`src/rtl/led_mean_div_if.sv`:
```
// Result beat bus from led_mean_div to the LED driver: one RGB mean per area
// under a valid/ready handshake.
interface led_mean_div_if;
    logic        out_valid;
    logic        out_ready;
    logic [3:0]  out_area;
    logic [23:0] out_rgb;

    modport master (output out_valid, output out_area, output out_rgb, input out_ready);
    modport slave  (input out_valid, input out_area, input out_rgb, output out_ready);
endinterface

```
`src/rtl/led_mean_div.sv`:
```
// Per-area RGB mean stage: snapshots 16x3 area sums on start and divides each by
// AREA_PIX with one shared restoring divider. Define LED_MEAN_ROUND_EN for round-to-nearest.
module led_mean_div #(
    parameter int AREA_PIX = 6800,
    parameter int SUM_W    = 17,
    parameter int DIV_W    = 22
) (
    input  logic             clk,
    input  logic             rst_n,
    input  logic             start,
    input  logic [SUM_W-1:0] SumR [16],
    input  logic [SUM_W-1:0] SumG [16],
    input  logic [SUM_W-1:0] SumB [16],
    led_mean_div_if.master   out_if,
    output logic             busy,
    output logic             frame_done,
    output logic             overrun
);
    localparam int REM_W = 14;
    localparam int TRY_W = REM_W + 1;
    localparam logic [TRY_W-1:0] DIVISOR = TRY_W'(AREA_PIX);
    localparam logic [4:0]       LAST_IT = 5'(DIV_W - 1);
`ifdef LED_MEAN_ROUND_EN
    localparam logic [DIV_W-1:0] ROUND_ADD = DIV_W'(AREA_PIX / 2);
`endif

    typedef enum logic [1:0] {S_IDLE, S_LOAD, S_DIV, S_OUT} state_t;

    function automatic logic [7:0] sat8(input logic [DIV_W-1:0] q);
        if (q[DIV_W-1:8] != '0) begin
            return 8'hFF;
        end else begin
            return q[7:0];
        end
    endfunction

    state_t           state_q;
    logic [SUM_W-1:0] snap_r_q [16];
    logic [SUM_W-1:0] snap_g_q [16];
    logic [SUM_W-1:0] snap_b_q [16];
    logic [3:0]       a_q;
    logic [1:0]       c_q;
    logic [4:0]       it_q;
    logic [DIV_W-1:0] dq_q;
    logic [REM_W-1:0] rem_q;
    logic [7:0]       acc_r_q, acc_g_q;
    logic             out_valid_q;
    logic [3:0]       out_area_q;
    logic [23:0]      out_rgb_q;
    logic             busy_q, frame_done_q, overrun_q;

    logic [SUM_W-1:0] sel_sum_s;
    logic [DIV_W-1:0] load_div_s;
    logic [TRY_W-1:0] trial_s;
    logic             ge_s;
    logic [REM_W-1:0] rem_d;
    logic [DIV_W-1:0] quot_d;
    logic             hs_s;
    logic             last_hs_s;

    // Operand select and one restoring-division step; dq_q shifts the dividend out and quotient bits in.
    always_comb begin
        sel_sum_s = '0;
        case (c_q)
            2'd0:    sel_sum_s = snap_r_q[a_q];
            2'd1:    sel_sum_s = snap_g_q[a_q];
            default: sel_sum_s = snap_b_q[a_q];
        endcase
`ifdef LED_MEAN_ROUND_EN
        load_div_s = {{(DIV_W-SUM_W-4){1'b0}}, sel_sum_s, 4'b0000} + ROUND_ADD;
`else
        load_div_s = {{(DIV_W-SUM_W-4){1'b0}}, sel_sum_s, 4'b0000};
`endif
        trial_s = {rem_q, dq_q[DIV_W-1]};
        if (trial_s >= DIVISOR) begin
            ge_s  = 1'b1;
            rem_d = REM_W'(trial_s - DIVISOR);
        end else begin
            ge_s  = 1'b0;
            rem_d = trial_s[REM_W-1:0];
        end
        quot_d    = {dq_q[DIV_W-2:0], ge_s};
        hs_s      = (state_q == S_OUT) && out_valid_q && out_if.out_ready;
        last_hs_s = hs_s && (a_q == 4'd15);
    end

    // Sum snapshot, refreshed only by start.
    always_ff @(posedge clk or negedge rst_n) begin
        if (!rst_n) begin
            snap_r_q <= '{default: '0};
            snap_g_q <= '{default: '0};
            snap_b_q <= '{default: '0};
        end else if (start) begin
            snap_r_q <= SumR;
            snap_g_q <= SumG;
            snap_b_q <= SumB;
        end
    end

    // Sequencer: LOAD/DIV per channel, OUT per area; start always restarts the frame.
    always_ff @(posedge clk or negedge rst_n) begin
        if (!rst_n) begin
            state_q      <= S_IDLE;
            a_q          <= 4'd0;
            c_q          <= 2'd0;
            it_q         <= 5'd0;
            dq_q         <= '0;
            rem_q        <= '0;
            acc_r_q      <= 8'h00;
            acc_g_q      <= 8'h00;
            out_valid_q  <= 1'b0;
            out_area_q   <= 4'd0;
            out_rgb_q    <= 24'h000000;
            busy_q       <= 1'b0;
            frame_done_q <= 1'b0;
            overrun_q    <= 1'b0;
        end else begin
            frame_done_q <= 1'b0;
            if (start) begin
                // A start coinciding with the final handshake is a clean back-to-back frame.
                if (busy_q && !last_hs_s) begin
                    overrun_q <= 1'b1;
                end
                frame_done_q <= last_hs_s;
                busy_q       <= 1'b1;
                out_valid_q  <= 1'b0;
                a_q          <= 4'd0;
                c_q          <= 2'd0;
                state_q      <= S_LOAD;
            end else begin
                case (state_q)
                    S_IDLE: begin
                        state_q <= S_IDLE;
                    end
                    S_LOAD: begin
                        dq_q    <= load_div_s;
                        rem_q   <= '0;
                        it_q    <= 5'd0;
                        state_q <= S_DIV;
                    end
                    S_DIV: begin
                        dq_q  <= quot_d;
                        rem_q <= rem_d;
                        it_q  <= it_q + 5'd1;
                        if (it_q == LAST_IT) begin
                            case (c_q)
                                2'd0:    acc_r_q <= sat8(quot_d);
                                2'd1:    acc_g_q <= sat8(quot_d);
                                default: acc_g_q <= acc_g_q;
                            endcase
                            if (c_q == 2'd2) begin
                                out_rgb_q   <= {acc_r_q, acc_g_q, sat8(quot_d)};
                                out_area_q  <= a_q;
                                out_valid_q <= 1'b1;
                                state_q     <= S_OUT;
                            end else begin
                                c_q     <= c_q + 2'd1;
                                state_q <= S_LOAD;
                            end
                        end
                    end
                    S_OUT: begin
                        if (hs_s) begin
                            out_valid_q <= 1'b0;
                            if (a_q == 4'd15) begin
                                busy_q       <= 1'b0;
                                frame_done_q <= 1'b1;
                                state_q      <= S_IDLE;
                            end else begin
                                a_q     <= a_q + 4'd1;
                                c_q     <= 2'd0;
                                state_q <= S_LOAD;
                            end
                        end
                    end
                    default: begin
                        out_valid_q <= 1'b0;
                        busy_q      <= 1'b0;
                        state_q     <= S_IDLE;
                    end
                endcase
            end
        end
    end

    assign out_if.out_valid = out_valid_q;
    assign out_if.out_area  = out_area_q;
    assign out_if.out_rgb   = out_rgb_q;
    assign busy             = busy_q;
    assign frame_done       = frame_done_q;
    assign overrun          = overrun_q;
endmodule

```
`src/flat_wrapper.sv`:
```
// flat-port wrapper written by rule: the top's interface ports become plain ports
module led_mean_div_flat 
#(
    parameter int AREA_PIX = 6800,
    parameter int SUM_W    = 17,
    parameter int DIV_W    = 22
)
  (clk, rst_n, start, SumR, SumG, SumB, busy, frame_done, overrun, out_if_out_valid, out_if_out_area, out_if_out_rgb, out_if_out_ready);
  led_mean_div_if out_if_i ();
  input  logic clk;
  input  logic rst_n;
  input  logic start;
  input  logic [SUM_W-1:0] SumR[16];
  input  logic [SUM_W-1:0] SumG[16];
  input  logic [SUM_W-1:0] SumB[16];
  output logic busy;
  output logic frame_done;
  output logic overrun;
  output wire logic [$bits(out_if_i.out_valid)-1:0] out_if_out_valid;
  output wire logic [$bits(out_if_i.out_area)-1:0] out_if_out_area;
  output wire logic [$bits(out_if_i.out_rgb)-1:0] out_if_out_rgb;
  input wire logic [$bits(out_if_i.out_ready)-1:0] out_if_out_ready;
  assign out_if_out_valid = out_if_i.out_valid;
  assign out_if_out_area = out_if_i.out_area;
  assign out_if_out_rgb = out_if_i.out_rgb;
  assign out_if_i.out_ready = out_if_out_ready;
  led_mean_div #(.AREA_PIX(AREA_PIX), .SUM_W(SUM_W), .DIV_W(DIV_W)) u_core (.clk(clk), .rst_n(rst_n), .start(start), .SumR(SumR), .SumG(SumG), .SumB(SumB), .out_if(out_if_i), .busy(busy), .frame_done(frame_done), .overrun(overrun));
endmodule
```
`config.mk`:
```
export PLATFORM = sky130hd
export DESIGN_NAME = led_mean_div_flat
export DESIGN_NICKNAME = d
export VERILOG_FILES = /design/src/rtl/led_mean_div_if.sv /design/src/rtl/led_mean_div.sv /design/src/flat_wrapper.sv
export SDC_FILE = /design/constraint.sdc
export NUM_CORES = 1
export LEC_CHECK = 0
export ABC_AREA = 0
export CORE_MARGIN = 8
export CORE_UTILIZATION = 32
export DETAILED_ROUTE_END_ITERATION = 7
export GPL_TIMING_DRIVEN = 0
export PLACE_DENSITY = 0.65
export SYNTH_ARGS = -nofsm -noshare
export SYNTH_HDL_FRONTEND = slang
export SYNTH_SLANG_ARGS = --single-unit
export TNS_END_PERCENT = 30
```
`constraint.sdc`:
```
create_clock -name clk -period 1.8 [get_ports clk]
set_input_delay 0.27 -clock clk [delete_from_list [all_inputs] [get_ports clk]]
set_output_delay 0.27 -clock clk [all_outputs]
set_load 0.005 [all_outputs]
```
==> After elaboration in Yosys (flattened, before gate mapping) <==
Cells that the tools add are included.
{ "word_totals": {"output_inout_bits": 32, "ff_bits": 913} }
{ "op_classes": {"n_reduce_logical": 23, "n_eq_ne": 13, "bitwise_logic": 2, "magnitude_cmp": 2, "n_mux": 45, "add_sub_neg": 4} }
{ "op_table": {"columns": ["cell", "n"], "rows": [
  ["binary-select mux 17 bit (select 4 bit)", 3],
  ["two-way mux 17 bit", 6],
  ["case mux 22 bit (2 select lines)", 1],
  ["case mux 17 bit (2 select lines)", 1],
  ["case mux 14 bit (2 select lines)", 1],
  ["two-way mux 2 bit", 9],
  ["two-way mux 4 bit", 4],
  ["AND reduction 4 bit", 4],
  [">= comparator 15 x 13 -> 1 bit (second input constant)", 1],
  ["two-way mux 1 bit", 14],
  ["two-way mux 14 bit", 1],
  ["nonzero test 14 bit", 1],
  ["subtractor 14 x 13 -> 14 bit (second input constant)", 1],
  ["case mux 5 bit (2 select lines)", 1],
  ["inequality test 3 x 2 -> 1 bit (second input constant)", 3],
  ["two-way mux 8 bit", 1],
  ["case mux 2 bit (4 select lines)", 1],
  ["nonzero test 2 bit", 4],
  ["== test 2 bit (second input constant)", 3],
  ["inequality test 3 bit (second input constant)", 2],
  ["AND reduction 2 bit", 3],
  ["AND reduction 3 bit", 2],
  ["adder 5 x 1 -> 5 bit (second input constant)", 1],
  ["== test 5 bit (second input constant)", 1],
  ["15 further kinds", 20]
]} }

==> Depth between registers and ports, before layout <==
Gate-level depths: netlist (run 1).
{ "depth": {"ltp_word": 7, "depth_mapped": 9, "mapped_depth_nobuf": 7} }

==> Worst setup path before layout (run 1) <==
Ideal clock, no wire load.
{ "synth_path": {"kind": "register -> register", "start": "reg u_core.state_q[0]", "end": "reg u_core.dq_q[18]", "slack_ns": -0.132, "arrival_ns": 1.809, "synth_period_minus_slack_ns": 1.932, "setup_ns": 0.123, "path_stages_with_launch": 10, "path_cell_list": "dfrtp_1 -> inv_1 -> ha_1 -> buf_2 -> or3_1 -> clkbuf_1 -> buf_2 -> a31oi_1 -> nand3_1 -> o221a_1"} }
{ "synth_between": {"elab_chain_len": 3, "elab_cells_between_ends": 5, "cone_classes": "eq/ne (2); mux (1); reduce/logical (2)"} }
{ "synth_rtl": {"columns": ["element", "line_no", "source"], "rows": [
  ["start: declaration", "led_mean_div.sv:37", "state_t state_q;"],
  ["start signal: assignment", "led_mean_div.sv:103", "state_q <= S_IDLE;"],
  ["start signal: assignment", "led_mean_div.sv:129", "state_q <= S_LOAD;"],
  ["start signal: assignment", "led_mean_div.sv:133", "state_q <= S_IDLE;"],
  ["== test 2 x 1 -> 1 bit / == test 2 bit (equally long branches)", "led_mean_div.sv:131", "case (state_q)"],
  ["nonzero test 2 bit (no source line)", null, null],
  ["AND reduction 2 bit (no source line)", null, null],
  ["end signal: assignment", "led_mean_div.sv:136", "dq_q <= load_div_s;"],
  ["end signal: assignment", "led_mean_div.sv:142", "dq_q <= quot_d;"],
  ["end: declaration", "led_mean_div.sv:44", "logic [DIV_W-1:0] dq_q;"]
]} }
Several ways; a longest one is shown, not always the timed one.
A chain may end at the register's enable or synchronous reset.

==> Worst setup path in the final report (run 1) <==
{ "layout_path": {"start": "reg u_core.a_q[0]", "end": "reg u_core.dq_q[18]"} }
{ "layout_between": {"elab_chain_len": 6, "elab_cells_between_ends": 12, "cone_classes": "mux (11); bitwise (1)"} }
{ "layout_rtl": {"columns": ["element", "line_no", "source"], "rows": [
  ["start: declaration", "led_mean_div.sv:41", "logic [3:0] a_q;"],
  ["start signal: assignment", "led_mean_div.sv:170", "a_q <= a_q + 4'd1;"],
  ["NOT 4 -> 5 bit (implied by the code) *", "led_mean_div.sv:65, led_mean_div.sv:66, led_mean_div.sv:67", null],
  ["binary-select mux 17 bit (select 4 bit), on equally long branches", "led_mean_div.sv:67, led_mean_div.sv:65, led_mean_div.sv:66", null],
  ["two-way mux 17 bit, on equally long branches (2 in series)", "led_mean_div.sv:67, led_mean_div.sv:65, led_mean_div.sv:66", null],
  ["case mux 17 bit (2 select lines) *", "led_mean_div.sv:64", "case (c_q)"],
  ["case mux 22 bit (2 select lines) *", "led_mean_div.sv:131", null]
]} }
Mark *: on every way between the ends. The rest lies on a longest branch, timed or not. The select of a mux whose other input is x is not followed.

==> flow_metrics.env, run 1 <==
export IMPL_async_reset_ff_share_pct=100
export IMPL_drt_total_wl_mm=213
export IMPL_cts_tree="built"
export IMPL_tightest_slew_ps=860
export IMPL_fmax_mhz=376
export IMPL_num_rows=131
export IMPL_core_area_um2=128000
export IMPL_grt_util_all_layers_pct=29.3
export IMPL_area_growth_syn_to_layout_pct=44.3
export IMPL_antenna_violating_nets_post_route=0
export IMPL_hold_ws_ps=-522
export IMPL_clock_skew_final_ps=25.0
export IMPL_final_hold_violation_count=184
export IMPL_ys_seq_area_share_pct=55.4
export IMPL_slew_limit_headroom_pct=42.6
export IMPL_mappedNetlistNets=3692
export IMPL_grt_start_max_net_pins=122
export IMPL_worstSkewPairLatency_ps=740
export IMPL_total_leakage_power_nw=23.5
export IMPL_synth_seq_cells=913
export IMPL_drt_iter0_markers=2655
export IMPL_antenna_found_initial=63
export IMPL_drv_cap=0
export IMPL_rsz0062_at_grt="true"
export IMPL_setup_slack_ps=-858
export IMPL_design_final_nets=4774
export IMPL_design_die_area_um2=141000
export IMPL_pin_count=852
export IMPL_grt_ovfl_total=0
export IMPL_io_buffer_count=851
export IMPL_max_vdd_ir_drop_v=0.000817
export IMPL_worstRegToRegCells=7
export IMPL_setup_viol=49
export IMPL_synthesis_instances=2862
export IMPL_layout_drive_gt1_share_pct=40.3
export IMPL_hold_path_class="input pin to async pin"
export IMPL_dp_final_hpwl_mm=161
export IMPL_setup_worst_path_end_class="register"
export IMPL_cp_max_fo=7
export IMPL_max_transition_viols_final=0
export IMPL_fillers=11400
export IMPL_syn_cell_area_um2=41200
export IMPL_synth_top_cells_by_count="sky130_fd_sc_hd__dfrtp_1 (913), sky130_fd_sc_hd__mux2_2 (836), sky130_fd_sc_hd__mux2i_1 (278)"
export IMPL_grt_first_pass_wirelength_mm=282
export IMPL_post_synth_top_area_fraction_pct=55.4
export IMPL_worst_ep_arrival_time_ps=3280
export IMPL_synth_edff_count=0
export IMPL_timing_worst_setup_path_type="register to register"
export IMPL_drt_pass1_iter_count=7
export IMPL_clk_pin_slew_ps=70
export IMPL_min_period_ps=2660
export IMPL_synth_warnings=0
export IMPL_cts_max_path_buffers=3
export IMPL_number_of_buffers_created_by_cts=102
export IMPL_via_per_inst=5.43
export IMPL_ctsRootBufferMaster="sky130_fd_sc_hd__clkbuf_16"
export IMPL_postSynthAreaPerCell_um2=14.4
export IMPL_timing_critical_path_from_type="register"
export IMPL_gpl_final_weighted_congestion=0.886
export IMPL_synth_largest_area_cell="sky130_fd_sc_hd__dfrtp_1"
export IMPL_die_x_um=375
export IMPL_violated_checks="hold timing, setup timing"
export IMPL_cts_htree_levels=3
export IMPL_place_inst=5385
export IMPL_worst_reg_to_reg_setup_slack_ps=-860
export IMPL_initial_utilization_pct=32.3
export IMPL_drcViolationCount=0
export IMPL_synth_top_cells_by_area="sky130_fd_sc_hd__dfrtp_1 (55%), sky130_fd_sc_hd__mux2_2 (23%), sky130_fd_sc_hd__mux2i_1 (6.7%), sky130_fd_sc_hd__mux4_2 (4.1%), sky130_fd_sc_hd__a22oi_1 (1.5%)"
export IMPL_outcome="finished with violations"
export IMPL_clock_sink_count=913
export IMPL_wl_per_cell_um=37.4
export IMPL_most_used_standard_cell_by_instance_count_after_synthesis="sky130_fd_sc_hd__dfrtp_1"
export IMPL_via_count_of_the_first_global_routing_pass=32700
export IMPL_final_worst_path_period_share_pct=148
export IMPL_yosys_cell_types_count=62
export IMPL_crit_reg2reg_launch="u_core.a_q[0]"
export IMPL_die_h_um=375
export IMPL_final_cell_count_no_fill=5707
export IMPL_worst_endpoint_required_ps=2420
export IMPL_num_vias=31000
export IMPL_power_per_cell_area_nw_per_um2=946
export IMPL_r2r_end="u_core.dq_q[18]"
export IMPL_yosys_most_used_dff="sky130_fd_sc_hd__dfrtp_1"
## flip-flops by register name, summed over array words and instances (netlist names)
register / count
u_core.out_if.out_rgb: 24
u_core.acc_r_q: 8
u_core.frame_done: 1
u_core.snap_r_q: 272
u_core.a_q: 4
u_core.overrun: 1
u_core.busy: 1
u_core.out_if.out_area: 4
u_core.state_q: 2
u_core.c_q: 2
u_core.rem_q: 14
u_core.it_q: 5
u_core.dq_q: 22
u_core.out_if.out_valid: 1
u_core.snap_b_q: 272
u_core.snap_g_q: 272
u_core.acc_g_q: 8
## layout make-up
cell class	instances	area [um^2]	area share (%)
Buffer	197	2110	3.54
Inverter	10	42.5	0.0715
Sequential cell	913	22900	38.4
Multi-Input combinational cell	1740	18800	31.6
Tap cell	1662	2080	3.50
Timing Repair Buffer	980	10200	17.1
Clock buffer	139	2860	4.81
Clock inverter	40	498	0.837
Antenna cell	26	65.1	0.109
## worst max-delay path by stage
| stage | startpoint | endpoint | slack (ps) |
|---|---|---|---|
| floorplan | u_core.a_q[0] | u_core.dq_q[20] | -50 |
| global placement | rst_n | u_core.snap_r_q[32] | -42540 |
| detailed placement | u_core.a_q[1] | u_core.dq_q[13] | -2390 |
| CTS | u_core.a_q[0] | u_core.dq_q[17] | -800 |
| global route | u_core.a_q[0] | u_core.dq_q[17] | -870 |
| finish | u_core.a_q[0] | u_core.dq_q[18] | -860 |
## cell usage in the layout, fill, tap and decap left out, drive strengths merged, types with 4 or more instances in the layout
cell type and instances:
a21oi 54, a221oi 13, a22o 19, a22oi 81, a31oi 18, and3 6
buf 258, bufinv 8, clkbuf 207, clkdlybuf4s50 818, clkinv 21, clkinvlp 6
dfrtp 913, diode 26, dlygate4sd2 31, ha 10, inv 15, mux2 836
mux2i 278, mux4 75, nand2 94, nand2b 4, nand3 49, nand3b 17
nand4 7, nor2 33, nor2b 5, nor3 11, nor4 7, o211ai 11
o21ai 58, o221a 12, xor2 5
## per-stage QoR
stage / total power [mW] / setup TNS, ps / cell area, um^2 / utilization (%) / setup WS [ps]
finish: 56.3 / -15110 / 59500 / 46.6 / -858
global route: 58.1 / -17710 / 59400 / 46.6 / -870
CTS: 56.1 / -13630 / 58500 / 45.8 / -798
detailed placement: 33.9 / -1129860 / 52100 / 40.8 / -2390
global placement: 33.4 / - / 51900 / 40.6 / -42540
floorplan: 28.3 / -646 / 41300 / - / -51.6
## critical path, cell delays in order, from the launching register on
cell	delay [ps]
sky130_fd_sc_hd__dfrtp_2	380
sky130_fd_sc_hd__buf_12	140
sky130_fd_sc_hd__buf_16	170
sky130_fd_sc_hd__bufbuf_16	310
sky130_fd_sc_hd__mux4_2	580
sky130_fd_sc_hd__mux2i_4	200
sky130_fd_sc_hd__o211ai_1	370
sky130_fd_sc_hd__o221a_1	350
## routing by layer
metal | track usage (%) | up-vias | share of wire [%] | routed length, um
li1 | - | 12800 | - | -
met1 | 37.3 | 16300 | 41 | 87100
met2 | 48.2 | 1451 | 48 | 101000
met3 | 8.11 | 338 | 7.6 | 16300
met4 | 9.69 | 36 | 3.9 | 8310
met5 | 0 | - | 0.11 | 238
## kinds of logic after synthesis
group,count (synthesis),synth area share [%]
mux,1189,33.7
flops,913,55.4
compound gates,286,4.73
simple gates,247,2.96
buf+inv,210,2.77
fa+ha+maj,10,0.303
xor+xnor,7,0.149
## where the power goes
part	switching (mW)	leakage, nW	internal (mW)
registers	1.41	10.8	22.6
logic	5.38	11.0	5.45
clock network	9.12	1.64	12.3
total	15.9	23.5	40.4
## what timing repair did
item | in CTS | in global routing
buffers inserted | 69 | 43
gates cloned | 9 | 4
resized for setup | 505 | 164
endpoints found under the hold margin | 94 | 94
pin swaps | 47 | 50
setup endpoints to repair | 918 | 579
No activity file was read; power rests on OpenSTA's default activity.
==> run 2: changes to the inputs <==
--- a/config.mk
+++ b/config.mk
@@ -10,6 +10,7 @@
 export CORE_UTILIZATION = 32
 export DETAILED_ROUTE_END_ITERATION = 7
 export GPL_TIMING_DRIVEN = 0
+export HOLD_SLACK_MARGIN = 0.06
 export PLACE_DENSITY = 0.65
 export SYNTH_ARGS = -nofsm -noshare
 export SYNTH_HDL_FRONTEND = slang
==> run 2 against run 1 <==
Effect of this change: cell count hardly changed; register-to-register slack hardly changed; core utilization hardly changed; first-iteration DRC count is 1.8% higher; the flow still finishes with violations (hold timing, setup timing); non-clock buffer count is 5 higher; worst hold slack worse by 8.4 ps.
==> flow_metrics.env, run 2 (synthesis results as in run 1) <==
export IMPL_outcome="finished with violations"
export IMPL_violated_checks="hold timing, setup timing"
export IMPL_power_per_cell_area_nw_per_um2=946
export IMPL_fillers=11400
export IMPL_drt_total_wl_mm=214
export IMPL_cts_htree_levels=3
export IMPL_initial_utilization_pct=32.3
export IMPL_drv_cap=0
export IMPL_grt_util_all_layers_pct=29.3
export IMPL_grt_start_max_net_pins=122
export IMPL_core_area_um2=128000
export IMPL_via_count_of_the_first_global_routing_pass=32700
export IMPL_slew_limit_headroom_pct=37.9
export IMPL_tightest_slew_ps=928
export IMPL_gpl_final_weighted_congestion=0.886
export IMPL_most_common_layout_cells="sky130_fd_sc_hd__dfrtp_1 (909), sky130_fd_sc_hd__mux2_2 (836), sky130_fd_sc_hd__clkdlybuf4s50_1 (818)"
export IMPL_die_h_um=375
export IMPL_design_die_area_um2=141000
export IMPL_ctsRootBufferMaster="sky130_fd_sc_hd__clkbuf_16"
export IMPL_io_buffer_count=851
export IMPL_wl_per_cell_um=37.5
export IMPL_total_leakage_power_nw=23.5
export IMPL_multiInputGateArea_um2=18800
export IMPL_num_vias=30900
export IMPL_drt_iter0_markers=2702
export IMPL_clk_pin_slew_ps=60
export IMPL_worst_endpoint_required_ps=2420
export IMPL_layout_drive_gt1_share_pct=40.3
export IMPL_rsz0062_at_grt="true"
export IMPL_drt_pass1_iter_count=5
export IMPL_pre_cts_ws_ps=-2390
export IMPL_final_hold_violation_count=220
export IMPL_min_period_ps=2660
export IMPL_final_worst_path_period_share_pct=148
export IMPL_setup_slack_ps=-860
export IMPL_worst_ep_arrival_time_ps=3280
export IMPL_grt_ovfl_total=0
export IMPL_top_regs="u_core.snap_b_q (272), u_core.snap_g_q (272), u_core.snap_r_q (272)"
export IMPL_timing_worst_setup_path_type="register to register"
export IMPL_cp_max_fo=7
export IMPL_max_vdd_ir_drop_v=0.000816
export IMPL_timing_critical_path_slowest_stage_cell="sky130_fd_sc_hd__mux4_2"
export IMPL_seq_area_um2=22900
export IMPL_pin_count=852
export IMPL_dp_final_hpwl_mm=161
export IMPL_max_transition_viols_final=0
export IMPL_number_of_buffers_created_by_cts=102
export IMPL_worstSkewPairLatency_ps=740
export IMPL_area_growth_syn_to_layout_pct=44.4
export IMPL_hold_ws_ps=-531
export IMPL_setup_worst_path_end_class="register"
export IMPL_clock_skew_final_ps=27.8
export IMPL_design_final_nets=4779
export IMPL_cts_max_path_buffers=3
export IMPL_setup_viol=51
export IMPL_fmax_mhz=376
export IMPL_hold_path_class="input pin to async pin"
export IMPL_cts_tree="built"
export IMPL_num_rows=131
export IMPL_antenna_violating_nets_post_route=0
export IMPL_drcViolationCount=0
export IMPL_die_x_um=375
export IMPL_crit_chain="buf_12, buf_16, bufbuf_16, mux4_2, mux2i_4, o211ai_1, o221a_1"
export IMPL_max_stage_delay_ps=580
export IMPL_antenna_found_initial=63
export IMPL_crit_reg2reg_launch="u_core.a_q[0]"
export IMPL_layout_cells_most_common="sky130_fd_sc_hd__dfrtp_1"
export IMPL_final_setup_tns_ps=-15100
export IMPL_setup_worst_path_start="u_core.a_q[0]"
export IMPL_grt_first_pass_wirelength_mm=282
export IMPL_via_per_inst=5.41
export IMPL_clock_sink_count=913
export IMPL_timing_critical_path_from_type="register"
run 2: where the power goes:
part	total, mW	leakage [nW]	switching [mW]	internal (mW)
sequential	24.1	10.8	1.41	22.6
combinational	10.9	11.0	5.40	5.46
clock	21.4	1.64	9.10	12.3
total	56.3	23.5	15.9	40.4
run 2: layout make-up:
class | instances | share of cell area (%)
diodes | 23 | 0.0967
well taps | 1662 | 3.49
plain buffers | 197 | 3.54
clock buffers | 139 | 4.81
clock inverters | 40 | 0.836
inverters | 10 | 0.0714
repair buffers | 985 | 17.2
multi-input cells | 1740 | 31.6
flip-flops and latches | 913 | 38.4
run 2: critical path: cells and delay by family (launching register included):
family	cells	cell delay (ps)
buffers and inverters	3	620
multiplexers	2	770
AO/OA/AOI/OAI	2	730
flip-flops	1	380
run 2: per-layer routing:
layer	routed length [um]	vias up	track usage [%]
li1	-	12800	-
met1	87000	16200	37.3
met2	102000	1443	48.2
met3	16700	355	8.11
met4	8370	36	9.69
met5	238	-	0
run 2: what timing repair did:
| action | CTS | global route |
|---|---|---|
| endpoints found under the setup margin | 918 | 579 |
| pin swaps | 47 | 50 |
| buffers inserted | 69 | 43 |
| hold endpoints to repair | 94 | 118 |
| resized for setup | 505 | 164 |
| gates cloned | 9 | 4 |
run 2: through the flow:
step,instances,utilization [%],hold WS [ps],power (mW),cell area [um^2]
6_report,5709,46.6,-531,56.3,59500
5_1_grt,5697,46.6,-511,58.1,59500
4_1_cts,5641,45.8,-441,56.1,58500
3_5_place_dp,5385,40.8,336,33.9,52100
3_3_place_gp,5375,40.6,458,33.4,51900
2_1_floorplan,2862,-,-25.6,28.3,41300
run 2: worst paths after layout:
kind,end,slack [ps],depth (start not counted)
max,u_core.dq_q[18],-860,7
min,u_core.out_if.out_rgb[17],-530,1
max reg2reg,u_core.dq_q[18],-860,7
min reg2reg,u_core.overrun,470,1
max in group asynchronous,u_core.out_if.out_rgb[10],230,3
min in group clk,u_core.snap_r_q[95],130,2
==> run 3: changes to the inputs <==
--- a/config.mk
+++ b/config.mk
@@ -6,12 +6,15 @@
 export NUM_CORES = 1
 export LEC_CHECK = 0
 export ABC_AREA = 0
+export ABC_CLOCK_PERIOD_IN_PS = 1800
 export CORE_MARGIN = 8
 export CORE_UTILIZATION = 32
+export CTS_CLUSTER_DIAMETER = 30
 export DETAILED_ROUTE_END_ITERATION = 7
 export GPL_TIMING_DRIVEN = 0
 export HOLD_SLACK_MARGIN = 0.06
 export PLACE_DENSITY = 0.65
+export RECOVER_POWER = 50
 export SYNTH_ARGS = -nofsm -noshare
 export SYNTH_HDL_FRONTEND = slang
 export SYNTH_SLANG_ARGS = --single-unit
==> run 3 against run 2 <==
Effect of this change: the flow still finishes with violations (hold timing, setup timing); non-clock buffer count is 465 higher; critical path depth increased by 1; clock-buffer cell count rose by 136; via count rose by 10%; core utilization is 7.0 points higher; register-to-register slack lost 30 ps; sequential cell count unchanged; clock power is 93% higher; clock skew grew 24 ps; power grew 37%; global-route usage rose by 1.2 points; largest power group is now clock.
==> flow_metrics.env, run 3 (synthesis results as in run 1) <==
export IMPL_initial_utilization_pct=32.3
export IMPL_critical_path_n_buffers_inverters=4
export IMPL_grt_ovfl_total=0
export IMPL_layout_drive_gt1_share_pct=38.5
export IMPL_cp_max_fo=7
export IMPL_drv_cap=0
export IMPL_tightest_slew_ps=1420
export IMPL_most_common_layout_cells="sky130_fd_sc_hd__dfrtp_1 (906), sky130_fd_sc_hd__mux2_2 (834), sky130_fd_sc_hd__clkdlybuf4s50_1 (817)"
export IMPL_area_growth_syn_to_layout_pct=66.1
export IMPL_antenna_violating_nets_post_route=0
export IMPL_dp_final_hpwl_mm=161
export IMPL_drt_iter0_markers=2836
export IMPL_grt_util_all_layers_pct=30.5
export IMPL_drcViolationCount=0
export IMPL_antenna_found_initial=45
export IMPL_ctsRootBufferMaster="sky130_fd_sc_hd__clkbuf_16"
export IMPL_die_h_um=375
export IMPL_pre_cts_ws_ps=-2390
export IMPL_timing_worst_setup_path_type="register to register"
export IMPL_num_vias=34000
export IMPL_cts_htree_levels=4
export IMPL_via_per_inst=5.33
export IMPL_design_final_nets=5351
export IMPL_outcome="finished with violations"
export IMPL_crit_chain="buf_12, buf_16, buf_16, buf_4, mux4_2, a22oi_2, o211ai_1, o221a_1"
export IMPL_die_x_um=375
export IMPL_final_setup_tns_ps=-103450
export IMPL_hold_path_class="input pin to async pin"
export IMPL_timing_critical_path_from_type="register"
export IMPL_worst_endpoint_required_ps=2500
export IMPL_power_per_cell_area_nw_per_um2=1130
export IMPL_worstSkewPairLatency_ps=820
export IMPL_final_hold_violation_count=94
export IMPL_slew_limit_headroom_pct=5.60
export IMPL_utilization_pct=53.7
export IMPL_worst_reg_to_reg_setup_slack_ps=-890
export IMPL_setup_slack_ps=-891
export IMPL_total_leakage_power_nw=27.5
export IMPL_timing_critical_path_slowest_stage_cell="sky130_fd_sc_hd__mux4_2"
export IMPL_dpl_instance_area_um2=52100
export IMPL_violated_checks="hold timing, setup timing"
export IMPL_final_worst_path_period_share_pct=150
export IMPL_setup_viol=839
export IMPL_pin_count=852
export IMPL_via_count_of_the_first_global_routing_pass=36800
export IMPL_wl_per_cell_um=34.7
export IMPL_drt_total_wl_mm=221
export IMPL_max_stage_delay_ps=530
export IMPL_grt_start_max_net_pins=122
export IMPL_finish_instance_area_um2=68500
export IMPL_drt_pass1_iter_count=6
export IMPL_cts_tree="built"
export IMPL_clk_pin_slew_ps=50
export IMPL_rsz0062_at_grt="true"
export IMPL_gpl_final_weighted_congestion=0.886
export IMPL_layout_cells_most_common="sky130_fd_sc_hd__dfrtp_1"
export IMPL_cpMostUsedCell="sky130_fd_sc_hd__buf_16"
export IMPL_total_power_mw=77.3
export IMPL_fmax_mhz=372
export IMPL_clock_skew_final_ps=51.3
export IMPL_cts_max_path_buffers=3
export IMPL_hold_ws_ps=-184
export IMPL_top_regs="u_core.snap_b_q (272), u_core.snap_g_q (272), u_core.snap_r_q (272)"
export IMPL_setup_worst_path_end_class="register"
export IMPL_max_vdd_ir_drop_v=0.000837
export IMPL_num_rows=131
export IMPL_cp_top_family="compound AO/OA/AOI/OAI gates"
export IMPL_max_transition_viols_final=0
export IMPL_core_area_um2=128000
export IMPL_min_period_ps=2690
export IMPL_design_die_area_um2=141000
export IMPL_grt_first_pass_wirelength_mm=300
export IMPL_worst_ep_arrival_time_ps=3390
export IMPL_io_buffer_count=851
export IMPL_number_of_buffers_created_by_cts=210
export IMPL_clock_sink_count=913
## run 3: final cells by class
cell class | instances | area [um^2]
Antenna cell | 24 | 60.1
Buffer | 195 | 2040
Clock buffer | 275 | 5900
Clock inverter | 115 | 1820
Fill cell | 10400 | 59200
Inverter | 10 | 42.5
Multi-Input combinational cell | 1739 | 18800
Sequential cell | 913 | 22900
Tap cell | 1662 | 2080
Timing Repair Buffer | 1452 | 14900
## run 3: path summary, 6_finish.rpt
| kind | to | from | cells past startpoint |
|---|---|---|---|
| max in group asynchronous | u_core.snap_g_q[107] | rst_n | 4 |
| max | u_core.dq_q[6] | u_core.a_q[0] | 8 |
| min reg2reg | u_core.overrun | u_core.overrun | 1 |
| min | u_core.snap_g_q[198] | rst_n | 1 |
| max reg2reg | u_core.dq_q[6] | u_core.a_q[0] | 8 |
| min in group clk | u_core.snap_b_q[115] | SumB[115] | 2 |
## run 3: worst reg2reg max path, stage by stage (launching register included)
cell and delay [ps]:
sky130_fd_sc_hd__dfrtp_2 360, sky130_fd_sc_hd__buf_12 140, sky130_fd_sc_hd__buf_16 170, sky130_fd_sc_hd__buf_16 170
sky130_fd_sc_hd__buf_4 140, sky130_fd_sc_hd__mux4_2 530, sky130_fd_sc_hd__a22oi_2 290, sky130_fd_sc_hd__o211ai_1 420
sky130_fd_sc_hd__o221a_1 360
## run 3: layer usage
metal  wire length (um)  GRT usage (%)  up-vias
met3              16200           7.08      395
met1              90100           39.1    17800
li1                   -              -    14100
met4               8410           11.0       16
met5                103              0        -
met2             107000           50.6     1710
## run 3: power by group
part,switching [mW],internal [mW],total [mW]
sequential,1.47,22.7,24.2
combinational,5.71,6.11,11.8
clock,12.8,28.5,41.4
total,20.0,57.3,77.3
## run 3: repair_timing
action	in CTS	in global routing
buffers inserted	73	37
cloned	8	2
hold endpoints to repair	567	275
setup endpoints to repair	808	183
pin swaps	47	51
hold buffers	473	1
resized for setup	510	117
## run 3: through the flow
step	hold slack, ps	cells
floorplan	-25.6	2862
global placement	458	5375
detailed placement	336	5385
CTS	-512	6325
global route	-104	6369
finish	-184	6385
